`src/rtl/sram_arb_pkg.sv`:
```
// Shared types and constants for the audio FIFO SRAM sequencer/arbiter.
// Optional overflow-drop behaviour in the top is selected by SRAM_ARB_OVF_DROP_EN.
package sram_arb_pkg;

    localparam int unsigned SRAM_ADDR_W_DEF = 18;
    localparam int unsigned DATA_W_DEF      = 16;
    localparam int unsigned OVF_CNT_W       = 16;

    typedef enum logic [2:0] {
        IDLE      = 3'd0,
        WR_SETUP  = 3'd1,
        WR_STROBE = 3'd2,
        WR_HOLD   = 3'd3,
        RD_SETUP  = 3'd4,
        RD_WAIT   = 3'd5,
        RD_CAP    = 3'd6
    } state_t;

    typedef enum logic {
        SIDE_WR = 1'b0,
        SIDE_RD = 1'b1
    } side_t;

    function automatic logic is_rd_state(input state_t s);
        return (s == RD_SETUP) || (s == RD_WAIT) || (s == RD_CAP);
    endfunction

    function automatic logic is_wr_state(input state_t s);
        return (s == WR_SETUP) || (s == WR_STROBE) || (s == WR_HOLD);
    endfunction

endpackage

```
`src/rtl/sram_ff_arb_rr.sv`:
```
// Two-requester round-robin grant (write vs read) with a last-served register.
// Grants are combinational and only issued while en_ih is high.
module sram_rr_arb2
    import sram_arb_pkg::*;
(
    input  logic clk_ir,
    input  logic rst_il,
    input  logic en_ih,
    input  logic wr_elig_ih,
    input  logic rd_elig_ih,
    output logic gnt_wr_oh,
    output logic gnt_rd_oh
);

    side_t last_q;
    side_t last_d;

    always_comb begin
        gnt_wr_oh = 1'b0;
        gnt_rd_oh = 1'b0;
        if (en_ih) begin
            if (wr_elig_ih && rd_elig_ih) begin
                // Contention: serve whichever side did not win last time.
                gnt_wr_oh = (last_q == SIDE_RD);
                gnt_rd_oh = (last_q == SIDE_WR);
            end else begin
                gnt_wr_oh = wr_elig_ih;
                gnt_rd_oh = rd_elig_ih;
            end
        end
        last_d = last_q;
        if (gnt_wr_oh) begin
            last_d = SIDE_WR;
        end else if (gnt_rd_oh) begin
            last_d = SIDE_RD;
        end
    end

    always_ff @(posedge clk_ir or negedge rst_il) begin
        if (!rst_il) begin
            last_q <= SIDE_RD;
        end else begin
            last_q <= last_d;
        end
    end

endmodule

```
`src/rtl/sram_ff_arb.sv`:
```
// Sequences external SRAM reads/writes for the audio FIFO and arbitrates producer vs consumer.
// Define SRAM_ARB_OVF_DROP_EN to ack-and-discard writes while full and count them on ovf_cnt_od.
module sram_ff_arb
    import sram_arb_pkg::*;
#(
    parameter int unsigned P_SRAM_ADDR_W = SRAM_ADDR_W_DEF,
    parameter int unsigned P_DATA_W      = DATA_W_DEF,
    parameter int unsigned P_RD_WAIT_CYC = 1
) (
    input  logic                     clk_ir,
    input  logic                     rst_il,
    input  logic                     wr_req_ih,
    input  logic [P_DATA_W-1:0]      wr_data_id,
    output logic                     wr_ack_oh,
    input  logic                     rd_req_ih,
    output logic                     rd_ack_oh,
    output logic [P_DATA_W-1:0]      rd_data_od,
    output logic                     rd_valid_oh,
    input  logic                     ff_empty_ih,
    input  logic                     ff_full_ih,
    input  logic [P_SRAM_ADDR_W-1:0] ff_rd_addr_id,
    input  logic [P_SRAM_ADDR_W-1:0] ff_wr_addr_id,
    output logic                     ff_rd_en_oh,
    output logic                     ff_wr_en_oh,
    output logic [P_SRAM_ADDR_W-1:0] sram_addr_od,
    output logic [P_DATA_W-1:0]      sram_dq_od,
    input  logic [P_DATA_W-1:0]      sram_dq_id,
    output logic                     sram_dq_oe_oh,
    output logic                     sram_ce_ln,
    output logic                     sram_oe_ln,
    output logic                     sram_we_ln,
`ifdef SRAM_ARB_OVF_DROP_EN
    output logic [OVF_CNT_W-1:0]     ovf_cnt_od,
`endif
    output logic                     busy_oh,
    output state_t                   dbg_state_od
);

    localparam int unsigned WAIT_W = (P_RD_WAIT_CYC > 1) ? $clog2(P_RD_WAIT_CYC) : 1;
    localparam logic [WAIT_W-1:0] WAIT_INIT = WAIT_W'(P_RD_WAIT_CYC - 1);

    state_t                   state_q,    state_d;
    logic [WAIT_W-1:0]        wait_q,     wait_d;
    logic [P_SRAM_ADDR_W-1:0] addr_q,     addr_d;
    logic [P_DATA_W-1:0]      dq_q,       dq_d;
    logic [P_DATA_W-1:0]      rd_data_q,  rd_data_d;
    logic                     ce_q,       ce_d;
    logic                     oe_q,       oe_d;
    logic                     we_q,       we_d;
    logic                     dq_oe_q,    dq_oe_d;
    logic                     wr_en_q,    wr_en_d;
    logic                     rd_en_q,    rd_en_d;
    logic                     rd_valid_q, rd_valid_d;

    logic idle;
    logic wr_elig;
    logic rd_elig;
    logic gnt_wr;
    logic gnt_rd;

    assign idle    = (state_q == IDLE);
    assign wr_elig = wr_req_ih & ~ff_full_ih;
    assign rd_elig = rd_req_ih & ~ff_empty_ih;

    sram_rr_arb2 u_rr (
        .clk_ir     (clk_ir),
        .rst_il     (rst_il),
        .en_ih      (idle),
        .wr_elig_ih (wr_elig),
        .rd_elig_ih (rd_elig),
        .gnt_wr_oh  (gnt_wr),
        .gnt_rd_oh  (gnt_rd)
    );

    // req/ack handshake: ack is combinational, only raised in IDLE, and a
    // request is taken at the clock edge where req and ack are both high.
`ifdef SRAM_ARB_OVF_DROP_EN
    logic                 drop;
    logic [OVF_CNT_W-1:0] ovf_q, ovf_d;

    assign drop      = idle & wr_req_ih & ff_full_ih & ~rd_elig;
    assign wr_ack_oh = gnt_wr | drop;
    assign ovf_d     = (drop && (ovf_q != {OVF_CNT_W{1'b1}})) ? ovf_q + 1'b1 : ovf_q;
    assign ovf_cnt_od = ovf_q;

    always_ff @(posedge clk_ir or negedge rst_il) begin
        if (!rst_il) begin
            ovf_q <= '0;
        end else begin
            ovf_q <= ovf_d;
        end
    end
`else
    assign wr_ack_oh = gnt_wr;
`endif
    assign rd_ack_oh = gnt_rd;

    always_comb begin
        state_d   = state_q;
        wait_d    = wait_q;
        addr_d    = addr_q;
        dq_d      = dq_q;
        rd_data_d = rd_data_q;
        case (state_q)
            IDLE: begin
                if (gnt_wr) begin
                    state_d = WR_SETUP;
                    addr_d  = ff_wr_addr_id;
                    dq_d    = wr_data_id;
                end else if (gnt_rd) begin
                    state_d = RD_SETUP;
                    addr_d  = ff_rd_addr_id;
                end
            end
            WR_SETUP:  state_d = WR_STROBE;
            WR_STROBE: state_d = WR_HOLD;
            WR_HOLD:   state_d = IDLE;
            RD_SETUP: begin
                state_d = RD_WAIT;
                wait_d  = WAIT_INIT;
            end
            RD_WAIT: begin
                if (wait_q == '0) begin
                    state_d = RD_CAP;
                end else begin
                    wait_d = wait_q - 1'b1;
                end
            end
            RD_CAP: begin
                state_d   = IDLE;
                rd_data_d = sram_dq_id;
            end
            default: state_d = IDLE;
        endcase

        // Strobes are decoded from the next state so the pins are clean flops.
        ce_d       = (state_d == IDLE);
        oe_d       = ~is_rd_state(state_d);
        we_d       = (state_d != WR_STROBE);
        dq_oe_d    = is_wr_state(state_d);
        wr_en_d    = (state_d == WR_HOLD);
        rd_en_d    = (state_d == RD_CAP);
        rd_valid_d = (state_q == RD_CAP);
    end

    always_ff @(posedge clk_ir or negedge rst_il) begin
        if (!rst_il) begin
            state_q    <= IDLE;
            wait_q     <= '0;
            addr_q     <= '0;
            dq_q       <= '0;
            rd_data_q  <= '0;
            ce_q       <= 1'b1;
            oe_q       <= 1'b1;
            we_q       <= 1'b1;
            dq_oe_q    <= 1'b0;
            wr_en_q    <= 1'b0;
            rd_en_q    <= 1'b0;
            rd_valid_q <= 1'b0;
        end else begin
            state_q    <= state_d;
            wait_q     <= wait_d;
            addr_q     <= addr_d;
            dq_q       <= dq_d;
            rd_data_q  <= rd_data_d;
            ce_q       <= ce_d;
            oe_q       <= oe_d;
            we_q       <= we_d;
            dq_oe_q    <= dq_oe_d;
            wr_en_q    <= wr_en_d;
            rd_en_q    <= rd_en_d;
            rd_valid_q <= rd_valid_d;
        end
    end

    assign sram_addr_od  = addr_q;
    assign sram_dq_od    = dq_q;
    assign rd_data_od    = rd_data_q;
    assign sram_ce_ln    = ce_q;
    assign sram_oe_ln    = oe_q;
    assign sram_we_ln    = we_q;
    assign sram_dq_oe_oh = dq_oe_q;
    assign ff_wr_en_oh   = wr_en_q;
    assign ff_rd_en_oh   = rd_en_q;
    assign rd_valid_oh   = rd_valid_q;
    assign busy_oh       = ~idle;
    assign dbg_state_od  = state_q;

endmodule

```
`config.mk`:
```
export PLATFORM = sky130hd
export DESIGN_NAME = sram_ff_arb
export DESIGN_NICKNAME = d
export VERILOG_FILES = /design/src/rtl/sram_arb_pkg.sv /design/src/rtl/sram_ff_arb_rr.sv /design/src/rtl/sram_ff_arb.sv
export SDC_FILE = /design/constraint.sdc
export NUM_CORES = 1
export LEC_CHECK = 0
export CAP_MARGIN = 20
export CORE_AREA = 2 2 82 84
export CTS_BUF_LIST = sky130_fd_sc_hd__clkbuf_8 sky130_fd_sc_hd__clkbuf_16
export DETAILED_ROUTE_END_ITERATION = 12
export DIE_AREA = 0 0 84 86
export GPL_TIMING_DRIVEN = 0
export PLACE_DENSITY = 0.87
export SLEW_MARGIN = 10
export SYNTH_ARGS = -nofsm -noshare
export SYNTH_HDL_FRONTEND = slang
export SYNTH_HIERARCHICAL = 1
export SYNTH_SLANG_ARGS = --single-unit
export TNS_END_PERCENT = 5
```
`constraint.sdc`:
```
create_clock -name clk_ir -period 4 [get_ports clk_ir]
set_input_delay 0.8 -clock clk_ir [delete_from_list [all_inputs] [get_ports clk_ir]]
set_output_delay 0.8 -clock clk_ir [all_outputs]
set_load 0.02 [all_outputs]
```
After elaboration in Yosys (flattened, before gate mapping)
Index checks and enable logic that the tools add are counted.
Cells by class
  add/sub/neg operators: 1
  equality and inequality tests: 12
  muxes and demuxes: 14
  bitwise operators: 7
  reduce and logical (&&, ||, !) cells: 11
Operator list (number)
  $mux 18: 2
  $eq 3x3->1 const B: 6
  $pmux 3 s5: 1
  $eq 3x2->1 const B: 3
  $mux 3: 3
  $mux 1: 7
  $eq 3x1->1 const B: 2
  $logic_not 3->1: 2
  $not 1->1: 5
  $logic_or 1x1->1: 4
  $reduce_and 2->1: 2
  $reduce_bool 2->1: 2
  $ne 3x2->1 const B: 1
  $and 1x1->1: 2
  $pmux 1 s2: 1
  $logic_and 1x1->1: 1
  $sub 1x1->1 const B: 1
Storage, ports and cells
  bits in registers: 62
  output and inout port bits: 63
  word-level logic and storage cells: 58

Longest topological paths before layout
Gate-level depths: netlist of the first run.
  depth after elaboration: 12
  depth in mapped cells: 8

Hierarchy
The synthesis of the first run kept the hierarchy.
By module, submodules not included
  sram_ff_arb: instances 1, cells an instance 159, area each 2578.7 sq um
  sram_rr_arb2: instances 1, cells an instance 8, area each 62.6 sq um

Worst setup path after synthesis of the first run
OpenSTA, ideal clock, no wires.
  kind: input port to flip-flop
  start: input wr_req_ih
  end: register addr_q[0] (netlist: sram_addr_od[0])
  setup time: 0.125 ns
  data arrival time: 2.533 ns
  setup slack: 1.343 ns
  stages on the path: 6
  path through: nor2b_1 nand2_1 a21oi_1 buf_1 mux2_2 mux2_2
On the way
  longest elaborated chain between the ends: 6
  elaborated cells on any way between the ends: 9
  classes of those cells: mux: 5; bitwise: 1; reduce/logical: 3
Ends and longest elaborated chain
  start: declaration: line sram_ff_arb.sv:12  | input logic wr_req_ih,
  $and 1x1->1 *: line sram_ff_arb.sv:62  | assign wr_elig = wr_req_ih & ~ff_full_ih;
  $logic_and 1x1->1: line sram_ff_arb_rr.sv:22  | if (wr_elig_ih && rd_elig_ih) begin
  $mux 1 *: line sram_ff_arb_rr.sv:22
  $mux 1 *: line sram_ff_arb_rr.sv:21  | if (en_ih) begin
  via wr_ack_oh: line sram_ff_arb.sv:14  | output logic wr_ack_oh,
  $reduce_bool 2->1 (no line)
  $reduce_and 2->1 (no line)
  end signal: assignment: line sram_ff_arb.sv:163  | addr_q <= addr_d;
  end: declaration: line sram_ff_arb.sv:44  | logic [P_SRAM_ADDR_W-1:0] addr_q, addr_d;
Mark *: on every way through the listed nets, which the timed path passes. The rest lies on a longest branch.
A chain may end at the register's enable or synchronous reset.

Worst setup path in the final report of the first run
  start: input wr_req_ih
  end: output wr_ack_oh
On the way
  longest elaborated chain between the ends: 4
Ends and longest elaborated chain
  $and 1x1->1 *: line sram_ff_arb.sv:62
  via wr_elig: line sram_ff_arb.sv:56  | logic wr_elig;
  $logic_and 1x1->1: line sram_ff_arb_rr.sv:22
  $mux 1 *: line sram_ff_arb_rr.sv:22
  $mux 1 *: line sram_ff_arb_rr.sv:21
  end: declaration: line sram_ff_arb.sv:14
Marked as above.

==> results of run 1 <==
flip-flops by register name, summed over array words and instances, names as in the netlist:
name	cells
dbg_state_od	3
ff_rd_en_oh	1
sram_addr_od	18
sram_oe_ln	1
sram_we_ln	1
sram_dq_oe_oh	1
sram_dq_od	16
rd_valid_oh	1
ff_wr_en_oh	1
sram_ce_ln	1
u_rr/last_q	1
rd_data_od	16
power groups by stage:
stage / clock network (mW) / logic [mW] / registers [mW]
after floorplan: 0 / 0.561 / 1.46
after global placement: 0 / 1.71 / 1.08
after detailed placement: 0 / 1.73 / 1.10
after CTS: 0.639 / 1.74 / 1.10
after global routing: 0.667 / 1.80 / 1.14
final: 0.618 / 1.71 / 1.09
path summary, 6_finish.rpt:
check                                           from                            to  slack [ps]  cells past startpoint
min in group asynchronous                     rst_il  sram_addr_od[17]$_DFFE_PN0P_         540                      1
max in group asynchronous                     rst_il     sram_dq_od[6]$_DFFE_PN0P_        2960                      1
max reg2reg                dbg_state_od[1]$_DFF_PN0_   sram_addr_od[8]$_DFFE_PN0P_        1540                      7
min                        rd_data_od[8]$_DFFE_PN0P_     rd_data_od[8]$_DFFE_PN0P_         500                      1
max                                        wr_req_ih                     wr_ack_oh         600                      5
min reg2reg                rd_data_od[8]$_DFFE_PN0P_     rd_data_od[8]$_DFFE_PN0P_         500                      1
stage by stage:
| step | util [%] | std cells | cell area, sq um | power [mW] |
|---|---|---|---|---|
| floorplan | - | 167 | 2641 | 2.019 |
| global placement | 65.30 | 380 | 4099 | 2.791 |
| detailed placement | 65.26 | 380 | 4096 | 2.831 |
| CTS | 68.99 | 396 | 4330 | 3.470 |
| global route | 68.99 | 396 | 4330 | 3.607 |
| finish | 68.99 | 396 | 4330 | 3.419 |
layout make-up:
type / count / area share [%]
repair buffers: 136 / 31.38
clock buffers: 11 / 3.496
clock inverters: 5 / 1.907
plain buffers: 8 / 2.023
well taps: 77 / 2.225
flip-flops and latches: 61 / 35.37
inverters: 7 / 0.6068
multi-input cells: 91 / 23.00
cell usage in the layout, fill, tap and decap left out, types with 2 or more instances in the layout:
master	count
sky130_fd_sc_hd__clkdlybuf4s50_1	135
sky130_fd_sc_hd__dfrtp_1	57
sky130_fd_sc_hd__mux2_2	48
sky130_fd_sc_hd__mux2_4	20
sky130_fd_sc_hd__clkbuf_8	11
sky130_fd_sc_hd__inv_1	7
sky130_fd_sc_hd__dfstp_2	4
sky130_fd_sc_hd__buf_6	3
sky130_fd_sc_hd__nor3_1	3
sky130_fd_sc_hd__nand2_1	3
sky130_fd_sc_hd__clkinvlp_4	3
sky130_fd_sc_hd__buf_2	2
sky130_fd_sc_hd__or3b_2	2
sky130_fd_sc_hd__o21ai_0	2
sky130_fd_sc_hd__nor2b_1	2
sky130_fd_sc_hd__buf_12	2
sky130_fd_sc_hd__bufinv_16	2
sky130_fd_sc_hd__a21oi_1	2
metal layers:
| layer | global-route usage (%) | share of wire [%] |
|---|---|---|
| met5 | 0 | 0 |
| met4 | 6.012 | 0.55 |
| met3 | 6.641 | 7.6 |
| met2 | 28.73 | 52 |
| met1 | 20.40 | 40 |
Yosys cell counts, types with 2 or more instances:
cell                      instances
sky130_fd_sc_hd__dfrtp_1         57
sky130_fd_sc_hd__nand2_1          3
sky130_fd_sc_hd__buf_2            2
sky130_fd_sc_hd__buf_6            3
sky130_fd_sc_hd__buf_12           2
sky130_fd_sc_hd__dfstp_2          4
sky130_fd_sc_hd__mux2_4          20
sky130_fd_sc_hd__mux2_2          48
sky130_fd_sc_hd__nor3_1           3
sky130_fd_sc_hd__nor2b_1          2
sky130_fd_sc_hd__a21oi_1          2
sky130_fd_sc_hd__inv_1            7
sky130_fd_sc_hd__or3b_2           2
sky130_fd_sc_hd__o21ai_0          2
cells by family after synthesis:
family | Yosys count | synth area share, %
mux | 68 | 31.83
flops | 61 | 57.98
simple gates | 15 | 3.837
buf+inv | 15 | 4.311
compound gates | 8 | 2.037
worst max-delay path: stages:
cell                              delay (ps)
sky130_fd_sc_hd__clkdlybuf4s50_1         460
sky130_fd_sc_hd__nor2b_1                 250
sky130_fd_sc_hd__nand2_1                  80
sky130_fd_sc_hd__a21oi_1                 320
sky130_fd_sc_hd__clkdlybuf4s50_1         690
==> results.md, run 1 <==
STA:
- The slew at the pin closest to its max-slew limit is 751.0 ps.
- Measured against its own limit, the worst slew margin works out to about 50%.
- The period utilization is 84.97%.
- Setup repair after global routing left no endpoint under its margin.
- The worst hold slack is just over 500 ps.
- The worst path meets setup with 601.3 ps of slack.
- The minimum clock period is approximately 3400 ps.
- The maximum clock rate is 294.2 MHz.
- The number of hold violations in the final report is 0.
- The number of failing setup endpoints in the final timing report is 0.
- The final-report max-slew violation count is 0.
- The worst-case clock skew is approximately 6.7 ps.
- Adding up every negative setup slack in the final design gives 0 ps.

Global routing:
- The maximum number of pins on one net before global-route repair is 62.
- For this run, the total global-route usage over all layers was measured as 17.18%.
- The total global routing overflow is 0.
- The initial antenna violation count is 0.
- The wire length of the first global-routing pass is 9791 um.
- The via count of the first global-routing pass came to 2060.

Drt:
- The count of TritonRoute iterations in the first routing pass is 4.
- For this block, the initial DRC count from the detailed router was 34.
- After detailed routing, the number of vias per cell comes to around 4.7.
- In the routed design, unresolved DRC markers number 0.
- The routed design has between 5000 and 6000 um of wire.
- The via count is around 1800.
- After detailed routing, the average wire length per cell comes to between 10 and 15 um.
- The residual antenna-violating net count after detailed routing is 0.

Status:
- The flow ran to the end, and the final reports show no timing, DRC or antenna violations.

Min path:
- The worst min-delay path category is reg -> reg.

Synthesis:
- Synthesis produced a netlist with a net count of between 200 and 250.
- After synthesis the netlist holds a flip-flop and latch count of 61.
- The count of synthesis-stage warnings from yosys is 6.
- The count of distinct cell types in the synthesized netlist is 24.
- The post-synthesis instance total is 167.
- By area the synthesized netlist is led by sky130_fd_sc_hd__dfrtp_1 54%, sky130_fd_sc_hd__mux2_2 20%, sky130_fd_sc_hd__mux2_4 11%, sky130_fd_sc_hd__dfstp_2 4.0%, sky130_fd_sc_hd__buf_12 1.5%.
- The top cell type by area accounts for ~54% of the synthesized area.
- The biggest area contributor in the post-synthesis netlist is sky130_fd_sc_hd__dfrtp_1.
- The number of synthesized flops with an enable pin is 0.
- The async set-reset flop share out of synthesis is 100.0%.
- The mapped netlist covers 0.002641 sq mm.
- The sequential share of the synthesized area is 57.98%.
- In the synthesized netlist the dominant register cell turns out to be sky130_fd_sc_hd__dfrtp_1.
- Averaged over all synthesized cells, the footprint is 15.82 sq um.

Clock tree:
- For this design, the CTS-stage hold fixing added 0 buffers.
- After clock tree synthesis, the clock-pin slew on the worst setup and hold paths is about 70 ps.
- The root buffer cell is sky130_fd_sc_hd__clkbuf_8.
- The clock passes through at most 2 buffers.
- Post-CTS repair changed the size of 0 cells.
- The H-tree was split into 3 levels.
- TritonCTS built the clock tree.
- The clock net in this run drives a total of 61 sinks.
- In this run, CTS created clock tree buffers numbering 9.
- Buffers added to address setup during post-CTS repair amount to 0.
- The clock insertion delay at the later pin of the skew report is 330 ps.

Pwr:
- The share of total power consumed by net switching is 33.41%.
- VDD sags by at most roughly 470 uV.
- The sequential cell fraction of total power is 31.9%.
- The power share of the clock group is ~18%.
- The leakage power is 1.825 nW.
- Power spread over the standard cell area amounts to 789.6 mW/mm^2.
- Summed over all nets, the switching power comes to 1.143 mW.
- The share of total power in combinational logic is 50.0%.
- The internal power of the cells totals ~2.3 mW.

Floorplan:
- After floorplanning, the core was divided into 29 placement rows.
- For this configuration, the core starts out at a cell density of 42.08%.
- The I/O pin total is 137.
- The die area is 0.007224 sq mm.
- The die span in y is 86 um.
- From left edge to right edge, the die measures 84 um.
- The core box area is 0.006277 sq mm.

Placement:
- Once detailed placement completed, the half-perimeter wirelength came to 4425 um.
- At the end of routability-driven placement, the weighted congestion stood at 0.7402.
- OpenSTA, run right after detailed placement, puts the worst setup slack at 596.7 ps.
- Port buffering added 136 buffers.

Worst setup path:
- The capturing element type of the critical path is an output pin.
- STA puts the critical path data arrival time at 2600 ps.
- The maximum fanout along the worst path is 6.
- The critical path start-end classification is in -> out.
- STA classifies the critical path startpoint as a primary input.
- The required time of the worst setup path is 3200 ps.

Finish:
- The number of antenna diodes is 0.
- The net count of the finished layout is 388.
- Across the whole layout, storage elements account for 0.001531 sq mm.
- The layout overhead on the synthesized area is 63.95%.
- In the final layout, the share of cells above drive strength 1 is 31.97%.
- Summing all multi-input logic gate instances after layout gives roughly 1000 sq um.
- The layout has 478 filler cells.

Job:
- The number of maximum-capacitance constraint violations is 0.
Note: power is estimated with default switching activity, not from simulation.
==> inputs of run 2 (changes only) <==
Settings changed: CORE_AREA 2 2 82 84 to 2 2 85 87, DIE_AREA 0 0 84 86 to 0 0 87 89, PLACE_DENSITY 0.87 to 0.82.
Clock period 4 ns to 3.43 ns, I/O delays scaled along.
==> results.md, run 2 (synthesis gave the netlist of run 1 again) <==
Worst setup path:
- On the critical path, the stage with the largest delay is an instance of sky130_fd_sc_hd__clkdlybuf4s50_1.
- STA classifies the critical path endpoint as an output pin.
- The maximum fanout along the worst path is 6.
- The critical path buffer and inverter count is 2.
- STA puts the critical path data required time at 2740 ps.
- The launching element type of the critical path is a primary input.
- The largest stage delay on the critical path is 700 ps.
- The cell repeated most along the worst path is sky130_fd_sc_hd__clkdlybuf4s50_1.
- The data arrival time of the critical path is approximately 2500 ps.
- The top cell family by delay on the critical path is buffers and inverters.
- The critical path goes through clkdlybuf4s50_1, nor2b_1, nand2_1, a21oi_1, clkdlybuf4s50_1.
- The setup path with the least slack is of type in -> out.

Finish:
- The flip-flop and latch area is 0.001531 sq mm.
- The area used by multi-input combinational logic is 996.0 sq um.
- The ratio of cells with drive above 1 in the final layout is about a third.
- The most frequent standard cell in the layout excluding fill and tap cells is sky130_fd_sc_hd__clkdlybuf4s50_1.
- In the final design database the tool counted between 300 and 400 nets.
- The number of flip-flops under the largest register name is 18.
- Fill cells in the final layout number about 550.
- The finished layout holds roughly 400 standard cells, fillers aside.
- The number of antenna diodes is 0.
- The library cells used most frequently in the layout, excluding fill and tap cells, are 135 x sky130_fd_sc_hd__clkdlybuf4s50_1, 57 x sky130_fd_sc_hd__dfrtp_1, 48 x sky130_fd_sc_hd__mux2_2, 20 x sky130_fd_sc_hd__mux2_4, 10 x sky130_fd_sc_hd__clkbuf_8.
- Relative to the synthesized area, the layout overhead comes to 62.53%.

Min path:
- The path class of the tightest hold or removal check is in -> async.

Global routing:
- In the global route stage, overall resource usage came out at 16.21%.
- The total global routing overflow is 0.
- The initial antenna violation count came to 0.
- The first global-routing pass estimated 9604 um of wire.
- The via count of the first global-routing pass is 2013.
- Entering global routing, the biggest net connects 62 pins.

Clock tree:
- The buffer count from post-CTS setup fixing is 0.
- The root buffer cell is sky130_fd_sc_hd__clkbuf_8.
- The CTS tree is done.
- The clock drives 61 sinks.
- In this run the deepest clock path goes through 2 buffers.
- The number of clock buffers added by TritonCTS is 9.
- The hold-fix buffer count after cts is 0.
- The clock insertion delay at the later pin of the skew report is 320 ps.
- After clock tree synthesis, the clock-pin slew on the worst setup and hold paths is approximately 70 ps.
- The H-tree depth is 3.
- The number of cells upsized or downsized after cts is 0.

STA:
- The number of hold violations in the final report was 0.
- Setup repair after global routing left no endpoint under its margin.
- The final-report max-slew violation count is 0.
- In the final timing run, aggregate negative setup slack is 0 ps.
- For the pin with the worst max-slew slack, the measured transition is 760.5 ps.
- The maximum clock rate is ~320 MHz.
- The final critical path takes up between 90 and 100% of the cycle.
- Clock skew on the completed layout was measured at 7.172 ps.
- Setup violations remaining at the end of the flow were counted as 0.
- Subtracting the final worst setup slack from the clock period gives 3145 ps.
- The worst pin sits at a relative slew slack of 49.30%.

Floorplan:
- The die area is 0.007743 sq mm.
- The number of placement rows is 30.
- The width of the chip is 87 um.
- The I/O pin total is 137.
- The core box area is 0.006719 sq mm.
- The die is 89 um tall.
- The initial utilization of the core area, before any placement, comes to 39.31%.

Drt:
- The detail route stage leaves a number of antenna-violating nets equal to 0.
- The total detailed-routing wirelength is 6107 um.
- The post-detailed-route via-to-cell ratio is 4.702.
- The average wire per cell in the routed design is 15.31 um.
- The via count is around 1900.
- The number of remaining DRC errors is 0.
- The count of TritonRoute iterations in the first routing pass is 4.
- For this block, the initial DRC count from the detailed router was 35.

Pwr:
- The leakage power is roughly 1.8 nW.
- The total power divided by cell area is 905.3 mW/mm^2.
- The completed layout was analyzed and its total power is 3.886 mW.
- The peak supply drop is 533.2 uV.

Placement:
- The placed instance count is 383.
- The detailed-placement wirelength estimate is ~4600 um.
- At the end of routability-driven placement, the weighted congestion stood at 0.7060.
- The count of port buffers added during placement is 136.

Job:
- The tool flagged a number of max-cap violations equal to 0.

Status:
- The flow ran to the end, and the final reports show no timing, DRC or antenna violations.
## run 2: cell types whose count changed in the layout (fill, tap and decap cells not counted), sizes merged
cell      delta
clkbuf       -1
clkinv       +2
inv          +2
bufinv       -1
clkinvlp     -2
## run 2: area by class of cell
class | instances | share of cell area, %
Clock inverter | 6 | 1.282
Inverter | 7 | 0.6121
Tap cell | 80 | 2.332
Clock buffer | 10 | 3.206
Buffer | 8 | 2.040
Multi-Input combinational cell | 91 | 23.20
Timing Repair Buffer | 136 | 31.65
Sequential cell | 61 | 35.67
## run 2: path summary, 6_finish.rpt
check	depth (start not counted)	start	end	slack [ps]
max	5	wr_req_ih	wr_ack_oh	290
min	1	rst_il	sram_addr_od[3]$_DFFE_PN0P_	430
max reg2reg	7	dbg_state_od[1]$_DFF_PN0_	sram_addr_od[7]$_DFFE_PN0P_	960
min reg2reg	1	rd_data_od[0]$_DFFE_PN0P_	rd_data_od[0]$_DFFE_PN0P_	500
max in group asynchronous	1	rst_il	sram_dq_od[11]$_DFFE_PN0P_	2490
min in group clk_ir	1	rd_data_od[0]$_DFFE_PN0P_	rd_data_od[0]$_DFFE_PN0P_	500
## run 2: through the flow
step / setup slack [ps] / area, sq um / util (%) / hold slack [ps]
floorplan: 886.2 / 2641 / - / 390.4
global placement: -272.1 / 4103 / 61.06 / 487.3
detailed placement: 275.9 / 4100 / 61.02 / 492.1
CTS: 275.8 / 4293 / 63.89 / 456.1
global route: 133.2 / 4293 / 63.89 / 490.9
finish: 285.2 / 4293 / 63.89 / 427.4
## run 2: power breakdown
| group | internal (mW) | switching (mW) |
|---|---|---|
| sequential | 1.09 | 0.189 |
| combinational | 1.12 | 0.883 |
| clock | 0.347 | 0.260 |
| total | 2.55 | 1.33 |
## run 2: worst register-to-register path: stages (launching register included)
cell and delay (ps):
sky130_fd_sc_hd__dfrtp_1 380, sky130_fd_sc_hd__buf_6 140, sky130_fd_sc_hd__nor3_4 280, sky130_fd_sc_hd__nand2_1 90, sky130_fd_sc_hd__a21oi_1 320, sky130_fd_sc_hd__buf_1 480, sky130_fd_sc_hd__mux2_2 400, sky130_fd_sc_hd__mux2_4 260
## run 2: layer usage
| metal | vias up | wire (um) | global-route usage [%] |
|---|---|---|---|
| met5 | - | 0 | 0 |
| met4 | 0 | 99 | 4.972 |
| met3 | 10 | 385 | 5.448 |
| met2 | 68 | 3230 | 29.84 |
| met1 | 923 | 2391 | 17.66 |
| li1 | 875 | - | - |
==> inputs of run 3 (changes only) <==
Settings changed: CTS_CLUSTER_DIAMETER set to 50, SKIP_CTS_REPAIR_TIMING set to 1.
==> results of run 3 <==
No change in the layout: final DEF, timing and power equal those of run 2.
